<file path="config.mk">
export PLATFORM = sky130hd
export DESIGN_NAME = clock_set_ctrl
export DESIGN_NICKNAME = d
export VERILOG_FILES = /design/src/rtl/clock_set_ctrl.sv
export SDC_FILE = /design/constraint.sdc
export NUM_CORES = 1
export LEC_CHECK = 0
export ABC_AREA = 1
export CORE_MARGIN = 4
export CORE_UTILIZATION = 52
export CTS_CLUSTER_DIAMETER = 40
export CTS_CLUSTER_SIZE = 14
export DETAILED_ROUTE_END_ITERATION = 6
export PLACE_DENSITY = 0.77
export SYNTH_ARGS = -nofsm -noshare
export SYNTH_HDL_FRONTEND = slang
export SYNTH_SLANG_ARGS = --single-unit
</file>
<file path="constraint.sdc">
create_clock -name clk -period 1.7 [get_ports clk]
set_clock_uncertainty 0.05 [all_clocks]
set_input_delay 0.17 -clock clk [delete_from_list [all_inputs] [get_ports clk]]
set_output_delay 0.17 -clock clk [all_outputs]
set_load 0.02 [all_outputs]
</file>
<file path="src/rtl/clock_set_ctrl.sv">
// Purpose : 24-hour HH:MM:SS time-of-day source in packed BCD, with key-driven field editing.
// Latency : one cycle; a key pulse or tick sampled at edge N is visible after edge N.
// Backpress: none; every key pulse is consumed in the cycle it is seen.
//
// Ports:
//   clk, rst          - system clock, synchronous active-high reset
//   key_mode          - debounced pulse, steps RUN -> SET_HOUR -> SET_MIN -> SET_SEC -> RUN
//   key_inc, key_dec  - debounced pulses, +1 / -1 on the field selected in a SET state
//   number_BCD[23:0]  - {H1,H0,M1,M0,S1,S0}; [3:0] is the seconds units digit
//   enable[5:0]       - per-digit enable; bit i pairs with number_BCD[4i+3:4i]
//   twinkle[5:0]      - per-digit blink request for the field being edited
//   set_mode[1:0]     - 0 RUN, 1 SET_HOUR, 2 SET_MIN, 3 SET_SEC
//
// Build option: define CLOCK_SET_LZB_EN to blank the hour tens digit when it is zero
// (kept visible while editing hours). Without it, enable is constant 6'b111111.
// CLK_DIV must be at least 2 and fit in the 26-bit prescaler.

module clock_set_ctrl #(
  parameter int CLK_DIV = 50_000_000
) (
  input  logic        clk,
  input  logic        rst,
  input  logic        key_mode,
  input  logic        key_inc,
  input  logic        key_dec,
  output logic [23:0] number_BCD,
  output logic [5:0]  enable,
  output logic [5:0]  twinkle,
  output logic [1:0]  set_mode
);

  typedef enum logic [1:0] {
    ST_RUN      = 2'd0,
    ST_SET_HOUR = 2'd1,
    ST_SET_MIN  = 2'd2,
    ST_SET_SEC  = 2'd3
  } state_t;

  localparam logic [25:0] PRESC_LAST = 26'(CLK_DIV - 1);
  localparam logic [7:0]  HOUR_MAX   = 8'h23;
  localparam logic [7:0]  MS_MAX     = 8'h59;

`ifdef CLOCK_SET_LZB_EN
  localparam logic [5:0] ENABLE_RST = 6'b011111;
`else
  localparam logic [5:0] ENABLE_RST = 6'b111111;
`endif

  // Two-digit BCD increment that wraps max_v -> 00.
  function automatic logic [7:0] bcd_inc(input logic [7:0] v, input logic [7:0] max_v);
    logic [7:0] r;
    if (v == max_v) begin
      r = 8'h00;
    end else if (v[3:0] == 4'd9) begin
      r = {v[7:4] + 4'd1, 4'd0};
    end else begin
      r = {v[7:4], v[3:0] + 4'd1};
    end
    return r;
  endfunction

  // Two-digit BCD decrement that wraps 00 -> max_v.
  function automatic logic [7:0] bcd_dec(input logic [7:0] v, input logic [7:0] max_v);
    logic [7:0] r;
    if (v == 8'h00) begin
      r = max_v;
    end else if (v[3:0] == 4'd0) begin
      r = {v[7:4] - 4'd1, 4'd9};
    end else begin
      r = {v[7:4], v[3:0] - 4'd1};
    end
    return r;
  endfunction

  state_t      state_q, state_d;
  logic [7:0]  hour_q, hour_d;
  logic [7:0]  min_q, min_d;
  logic [7:0]  sec_q, sec_d;
  logic [25:0] presc_q, presc_d;
  logic [5:0]  twinkle_q, twinkle_d;
  logic [5:0]  enable_q, enable_d;

  logic tick;
  logic do_inc;
  logic do_dec;

  always_comb begin
    state_d = state_q;
    hour_d  = hour_q;
    min_d   = min_q;
    sec_d   = sec_q;

    // The prescaler only runs in RUN, so a tick can never fire while editing.
    tick   = (state_q == ST_RUN) && (presc_q == PRESC_LAST);
    // inc and dec together cancel; key_mode wins over either.
    do_inc = key_inc && !key_dec && !key_mode;
    do_dec = key_dec && !key_inc && !key_mode;

    unique case (state_q)
      ST_RUN: begin
        // The tick is still applied when key_mode arrives in the same cycle.
        if (tick) begin
          sec_d = bcd_inc(sec_q, MS_MAX);
          if (sec_q == MS_MAX) begin
            min_d = bcd_inc(min_q, MS_MAX);
            if (min_q == MS_MAX) begin
              hour_d = bcd_inc(hour_q, HOUR_MAX);
            end
          end
        end
        if (key_mode) begin
          state_d = ST_SET_HOUR;
        end
      end
      ST_SET_HOUR: begin
        if (key_mode) begin
          state_d = ST_SET_MIN;
        end else if (do_inc) begin
          hour_d = bcd_inc(hour_q, HOUR_MAX);
        end else if (do_dec) begin
          hour_d = bcd_dec(hour_q, HOUR_MAX);
        end
      end
      ST_SET_MIN: begin
        if (key_mode) begin
          state_d = ST_SET_SEC;
        end else if (do_inc) begin
          min_d = bcd_inc(min_q, MS_MAX);
        end else if (do_dec) begin
          min_d = bcd_dec(min_q, MS_MAX);
        end
      end
      ST_SET_SEC: begin
        if (key_mode) begin
          state_d = ST_RUN;
        end else if (do_inc) begin
          sec_d = bcd_inc(sec_q, MS_MAX);
        end else if (do_dec) begin
          sec_d = bcd_dec(sec_q, MS_MAX);
        end
      end
      default: begin
        state_d = ST_RUN;
      end
    endcase

    // Count only while staying in RUN; anything else parks the prescaler at 0, so the
    // first tick after leaving SET_SEC comes a full CLK_DIV cycles later.
    if ((state_q == ST_RUN) && (state_d == ST_RUN) && !tick) begin
      presc_d = presc_q + 26'd1;
    end else begin
      presc_d = '0;
    end

    unique case (state_d)
      ST_SET_HOUR: twinkle_d = 6'b110000;
      ST_SET_MIN:  twinkle_d = 6'b001100;
      ST_SET_SEC:  twinkle_d = 6'b000011;
      default:     twinkle_d = 6'b000000;
    endcase

`ifdef CLOCK_SET_LZB_EN
    // Blank a leading zero hour digit, except while the hour field is being edited.
    enable_d = {(state_d == ST_SET_HOUR) || (hour_d[7:4] != 4'd0), 5'b11111};
`else
    enable_d = 6'b111111;
`endif
  end

  always_ff @(posedge clk) begin
    if (rst) begin
      state_q   <= ST_RUN;
      hour_q    <= 8'h00;
      min_q     <= 8'h00;
      sec_q     <= 8'h00;
      presc_q   <= '0;
      twinkle_q <= 6'b000000;
      enable_q  <= ENABLE_RST;
    end else begin
      state_q   <= state_d;
      hour_q    <= hour_d;
      min_q     <= min_d;
      sec_q     <= sec_d;
      presc_q   <= presc_d;
      twinkle_q <= twinkle_d;
      enable_q  <= enable_d;
    end
  end

  assign number_BCD = {hour_q, min_q, sec_q};
  assign enable     = enable_q;
  assign twinkle    = twinkle_q;
  assign set_mode   = state_q;

endmodule

</file>
Yosys cells after proc, flatten, opt, wreduce, memory -nomap -nowiden
Cells that the tools add are included.
- memories kept: 0
- output and inout port bits: 38
- register bits after elaboration: 58
- bits in latches: 0
- bits of input ports: 5
- RAM bits: 0
- bits in read-only memories: 0
- word-level logic and storage cells: 113
- add/sub/neg operators: 13
- divide/modulo/power cells: 0
- eq/ne operators: 25
- reduce and logical (&&, ||, !) cells: 29
- multipliers: 0
- shift-type cells: 0
- mux-type cells: 36
- bitwise logic cells: 1
- magnitude comparators: 0
- operators by type and width (operator ; number):
    $mux W8 ; 27
    $pmux W8 S2 ; 3
    $add A26 B1 Y26 const B ; 1
    $eq A26 B26 Y1 const B ; 1
    $add A4 B1 Y4 const B ; 6
    $logic_not A8 Y1 ; 3
    $sub A4 B1 Y4 const B ; 6
    $pmux W6 S3 ; 1
    $eq A8 B7 Y1 const B ; 2
    $eq A4 B4 Y1 const B ; 3
    $logic_not A4 Y1 ; 3
    $ne A4 B4 Y1 const B ; 3
    $reduce_and A6 Y1 ; 2
    $reduce_and A5 Y1 ; 2
    $ne A3 B3 Y1 const B ; 3
    $eq A2 B2 Y1 const B ; 4
    $eq A8 B6 Y1 const B ; 1
    $mux W2 ; 4
    $ne A2 B2 Y1 const B ; 4
    $pmux W2 S4 ; 1
    $logic_and A1 B1 Y1 ; 7
    $reduce_and A7 Y1 ; 1
    $reduce_bool A2 Y1 ; 3
    $eq A2 B1 Y1 const B ; 2
    other kinds (6) ; 11

Depth between registers and ports, before layout
- depth after elaboration: 7
- mapped depth: 13
- gate-level depth less buffers: 13

Least setup slack after synthesis
OpenSTA, ideal clock, no wires.
- kind: reg-to-reg
- start point: register state_q[0], in the netlist set_mode[0]
- end point: register presc_q[2]
- period minus slack after synthesis: 1932 ps
- arrival time: 1809 ps
- required time: 1578 ps
- buffers on the path: 1
- setup time: 72 ps
- stages on the path, launching flop included: 11
- slack: -232 ps
- cells stage by stage: dfxtp_1 inv_1 ha_1 nor2_1 nand2_1 o21ai_2 nand3b_2 nor2_4 inv_2 buf_6 nor3b_2
- cells in the longest elaborated chain, start to end: 7
- elaborated cells between the ends (all ways): 16
- classes of those cells: eq/ne (3); mux (5); bitwise (1); reduce/logical (7)
- ends and longest elaborated chain (element ; line ; text):
    start: declaration ; 75 ; state_t state_q, state_d;
    start signal: assignment ; 180 ; state_q <= state_d;
    $eq A2 B2 Y1, or another cell as far along ; 99 ; unique case (state_q)
    $pmux W2 S4 ; 99 ;
    $logic_not A2 Y1 ; 149 ; if ((state_q == ST_RUN) && (state_d == ST_RUN) && !tick) begin
    $logic_and A1 B1 Y1 ; 149 ;
    $logic_and A1 B1 Y1 (*) ; 149 ;
    $not A1 Y1 (no source line) (*) ; n/a ;
    $reduce_or A2 Y1 (no source line) (*) ; n/a ;
    end signal: assignment ; 184 ; presc_q <= presc_d;
    end: declaration ; 79 ; logic [25:0] presc_q, presc_d;
Every way passes the cells marked *; elsewhere a longest branch is shown, timed or not.
A chain may end at the register's enable or synchronous reset.

Worst setup path in the final report
- start point: register presc_q[0]
- end point: register min_q[3]
- cells in the longest elaborated chain, start to end: 4
- ends and longest elaborated chain (element ; line ; text):
    $eq A26 B26 Y1 ; 94 ; tick = (state_q == ST_RUN) && (presc_q == PRESC_LAST);
    $logic_and A1 B1 Y1 ; 94 ;
    $ne A2 B2 Y1 (no source line) ; n/a ;
    $reduce_and A5 Y1 (no source line) ; n/a ;
    end signal: assignment ; 182 ; min_q <= min_d;
    end: declaration ; 77 ; logic [7:0] min_q, min_d;
No other way between the ends.

==> results.md <==
* Post-Syn Area at ~4000 um^2
* Grt total ovfl at 0
* Clock Latency Late Sink at 0.32 ns
* Hpwl dp at about 7500 um
* Hold-fix buffers at CTS at 0
* Overall power at 3160 uW
* Post-synth cell types at 44
* Ys async rst share at 0%
* Die X at 95.9 um
* Critical Path Max Stage Delay at between 0.3 and 0.4 ns
* CP max FO at 7
* Cell breakdown of the critical path: ha_4, nand2_4, nor2_8, nand2_4, nor2_4, nand3_4, nand2_8, nand2_2, buf_4, a21oi_1
* Area of the multi-input gates at about 2900 um^2
* PwrDens at just under 600 nW/um^2
* Count leader, synth: nand2_1
* Crit path arrival time at 1.89 ns
* Synth Instances at 602
* Htree depth at 2
* Vias post-DR at 4198
* CTS max path bufs at 2
* Nets at between 700 and 800
* Synth top area share at 27.4%
* Core ar. at between 7000 and 8000 um^2
* Post-synth top area cell: dfxtp_1
* Clk sinks at 55
* Post-synth EDFFs at 0
* CTS Buf Count at 5
* Area grow syn2layout at 34.1%
* Die height at around 96 um
* Vias in the first global route at 3823
* Max_cap viols at 0
* Required @ worst endpoint at 1.90 ns
* Register Area at 1120 um^2
* Share of cells above drive strength 1 at between 20% and 30%
* CTS tree: built
* First-pass GRT wire length at 16900 um
* Outcome: finished, final reports clean
* Max Slew Vio Count at 0
* Vias per Instance at 5.27
* Crit path launch type: register
* Num ports at 43
* Drt pass-1 iters at 5
* Pleak at 0.00242 uW
* # rows at 31
* Largest net degree at the start of global routing at 22
* Seq/Total Area, Yosys at 27.4%
* Avg WL per Cell at 13.3 um
* Worst Hold Class: reg -> reg
* Most used cell, CP: nand2_4
* Fmax at 591 MHz
* Root buffer cell: clkbuf_8
* RSZ-0062 raised after global routing: true
* Kind of critical path: reg -> reg
* Tmin final at 1.69 ns
* Starting Density at 54.6%
* Top post-synthesis cells by area: dfxtp_1 (27%), nand2_1 (12%), nor2_1 (8.8%)
* DIE AREA at 9200 um^2
* Initial antenna violation count at 0
* RePlAce Congestion at 0.915
* Total Wirelength at 10600 um
* Post-route ant nets at 0
* Yosys reg bits at 55
* Setup TNS at 0 ns
* Mean Syn Cell Area at 6.68 um^2
* Final Hold Fails at 0
* DR DRC count at 0
* Synth cell count leaders: nand2_1 (126), nor2_1 (94), inv_1 (73), dfxtp_1 (55), nand3_1 (44)
* Port bufs at 36
* Final period util at 99.5%
* Reg clk slew, reported paths at 0.10 ns
* Max VDD drop at 0.000366 V
* Total track usage at 22.5%
* Crit end category: register
* Hold_ws at 0.445 ns
* # setup viols final at 0
* CP max stage cell: dfxtp_2
* Diode count at 0
* Top_reg_cell synth: dfxtp_1
* Iter 0 DRT Violations at 240
* FILL cells at 562
* Yosys warns at 0
[final cells by class]
cell class / instances / share of cell area [%]
multi-input cells: 457 / 53.6
flip-flops and latches: 55 / 20.9
repair buffers: 98 / 15.5
inverters: 79 / 5.78
well taps: 99 / 2.30
clock buffers: 7 / 1.81
clock inverters: 1 / 0.139
[state kept, by name, summed over array words and instances (netlist names)]
| register | count |
|---|---|
| set_mode | 2 |
| hour_q | 8 |
| sec_q | 8 |
| presc_q | 26 |
| min_q | 8 |
| twinkle | 3 |
[metrics by stage]
stage	cells	cell area [um^2]	util (%)	setup slack, ns
finish	796	5390	73.1	0.00823
global route	796	5390	73.1	-0.111
CTS	792	5000	67.9	0.00401
detailed placement	781	4830	65.6	-0.164
global placement	781	4830	65.6	-0.107
floorplan	607	4060	-	0.0123
[worst max-delay path, delay by kind of cell (launching register included)]
kind	cells	cell delay (ns)
flip-flops	1	0.37
adder cells (fa/ha/maj)	1	0.15
AND/OR/NAND/NOR	7	0.77
buffers and inverters	1	0.15
AO/OA/AOI/OAI	1	0.14
[report_power, final]
part	switching (uW)	internal, uW	total (uW)
combinational	547	386	934
sequential	58.4	1340	1390
clock	456	382	837
total	1060	2100	3160
[cells by family (layout without fill, tap and decap cells)]
kind of cell               after synthesis  in the layout  synth area share, %
buffers and inverters                   96            185                 10.6
adders and majority gates               26             26                 8.09
and+or+nand+nor                        329            330                 39.0
other                                    1              6               0.0933
DFF                                     55             55                 27.4
AOI/OAI and AO/OA                       69             69                 9.21
xor gates and xnor gates                26             26                 5.66
[per-layer routing]
metal,track usage (%),part of all wire [%],vias to the layer above
met2,38.0,49,132
met5,0,0,-
met3,3.28,4.5,24
li1,-,-,2112
met4,7.70,1.8,0
met1,29.3,45,1930
[worst paths after layout]
kind,slack (ns),from,endpoint,cells after the start
worst min register to register,0.45,presc_q[24],presc_q[24],2
worst max register to register,0.008,presc_q[0],min_q[3],10
worst min-delay path,0.45,presc_q[24],presc_q[24],2
worst max-delay path,0.008,presc_q[0],min_q[3],10
[placed cells by master, fill, tap and decap left out, drive strengths merged]
cell           synthesis  final
o22ai                  4      4
a31oi                  5      5
conb                   1      6
o21ai                 30     30
nor2                 103    103
and3                   1      1
clkbuf                 2      7
a21oi                 26     26
o211ai                 1      1
o31ai                  2      2
dlymetal6s2s           0      4
ha                    26     26
clkinv                 2      2
nand2                135    136
a22oi                  1      1
nand3b                 2      2
nor3                  16     16
dfxtp                 55     55
clkinvlp               0      1
nor3b                  3      3
xor2                  16     16
nor4                   1      1
inv                   77     77
clkdlybuf4s50          0     28
nand3                 51     51
or2                    2      2
buf                   15     62
or3                    1      1
xnor2                 10     10
dlygate4sd2            0      4
nand4                 14     14
[timing repair]
| action | CTS | global route |
|---|---|---|
| buffers inserted | 2 | 4 |
| resized for setup | 18 | 111 |
| pin swaps | 2 | 25 |
| gates cloned | 1 | 0 |
| setup endpoints to repair | 39 | 58 |
(Power assumes the default switching activity.)
==> patch, RTL diff (same flow settings) <==
Add a define of `CLOCK_SET_LZB_EN`.
--- a/src/rtl/clock_set_ctrl.sv
+++ b/src/rtl/clock_set_ctrl.sv
@@ -15,4 +15,6 @@
 // (kept visible while editing hours). Without it, enable is constant 6'b111111.
 // CLK_DIV must be at least 2 and fit in the 26-bit prescaler.
+
+`define CLOCK_SET_LZB_EN
 
 module clock_set_ctrl #(
Check against the original RTL: not equivalent (a bounded check fails within 4 cycles, from zero or initial values and one cycle with rst high).
==> patch against the unedited design <==
  * Total power up 28%
  * Wire length increased by 120%
  * Utilization is 22 points higher
  * Final area up 29%
  * Count of clock-buffer cells in the layout did not move
  * The run now ends with DRC, setup timing left
  * Area after synthesis decreased by 1.2%
  * Setup slack got worse by 0.71 ns
  * Sequential cell count increased by 1
==> patch: results (changes against the unedited design) <==
- Met3 GRT Util: 5.45% (+2.2 points)
- Max incr delay on CP: 0.35 ns (-0.02 ns)
- Drt total wl: 23.4 mm (+120%)
- Place WS: -0.374 ns (-0.210 ns)
- Max VDD drop: 513 uV (+40%)
- Met3 WL post-DR: 3.68 mm (+680%)
- R2r worst-path depth: 11 (+1)
- Skew-Pair Late Insertion Delay: 0.35 ns (+0.03 ns)
- RePlAce Congestion: 0.927 (+1.3%)
- Post-route setup slack: -0.706 ns (-0.715 ns)
- Non-Filler Instances: 917 (+15%)
- Via density per instance: 6.87 (+30%)
- Violated checks: DRC, setup timing
- Residual DRC count: 79 (+79)
- Non-clock buffer share: 28.3% (+13 points)
- R2r startpoint: presc_q[7]
- Fin util: 94.7% (+22 points)
- Iter 0 DRT Violations: 1052 (+340%)
- Reg clk slew, reported paths: 0.13 ns (+0.03 ns)
- WP data arrival: 2.60 ns (+0.71 ns)
- ClkCell Share: 1.53% (-0.42 points)
- Synth cell count leaders: nand2_1, inv_1, nor2_1
- Inst Count DP: 854 (+9.3%)
- Vias in the first global route: 5279 (+38%)
- Status: finished, violations left
- DR top layer: met5
- Register area share after synthesis: 28.2% (+0.83 points)
- # port buffers: 37 (+2.8%)
- Final setup violation count: 61 (+61)
- Routed length on met2: 9.73 mm (+87%)
- Grt met1 use: 41.0% (+12 points)
- Fin Setup TNS: -24.75 ns (-24.75 ns)
-- patch: cell count changes after synthesis, sizes merged, moves of 4 or more --
cell | unedited run | this run
nand4 | 14 | 10
buf | 15 | 10
nor2 | 103 | 69
nor3 | 16 | 22
a21oi | 26 | 45
nand2 | 135 | 120
o21ai | 30 | 44
-- patch: timing repair --
item	in CTS	in global routing
setup buffers	30	28
pin swaps	42	44
hold buffers	0	0
gates resized for setup	102	122
endpoints found under the setup margin	46	62
gates cloned	1	0
-- patch: worst max-delay path by stage --
| stage | startpoint | end | slack (ns) | cells past startpoint |
|---|---|---|---|---|
| final | presc_q[7] | hour_q[2] | -0.71 | 11 |
| after global routing | presc_q[7] | hour_q[2] | -0.96 | 11 |
| after CTS | presc_q[1] | presc_q[22] | -0.13 | 12 |
| after detailed placement | key_inc | min_q[6] | -0.37 | 12 |
| after global placement | key_inc | min_q[4] | -0.29 | 12 |
| after floorplan | set_mode[1] | presc_q[10] | -0.08 | 11 |
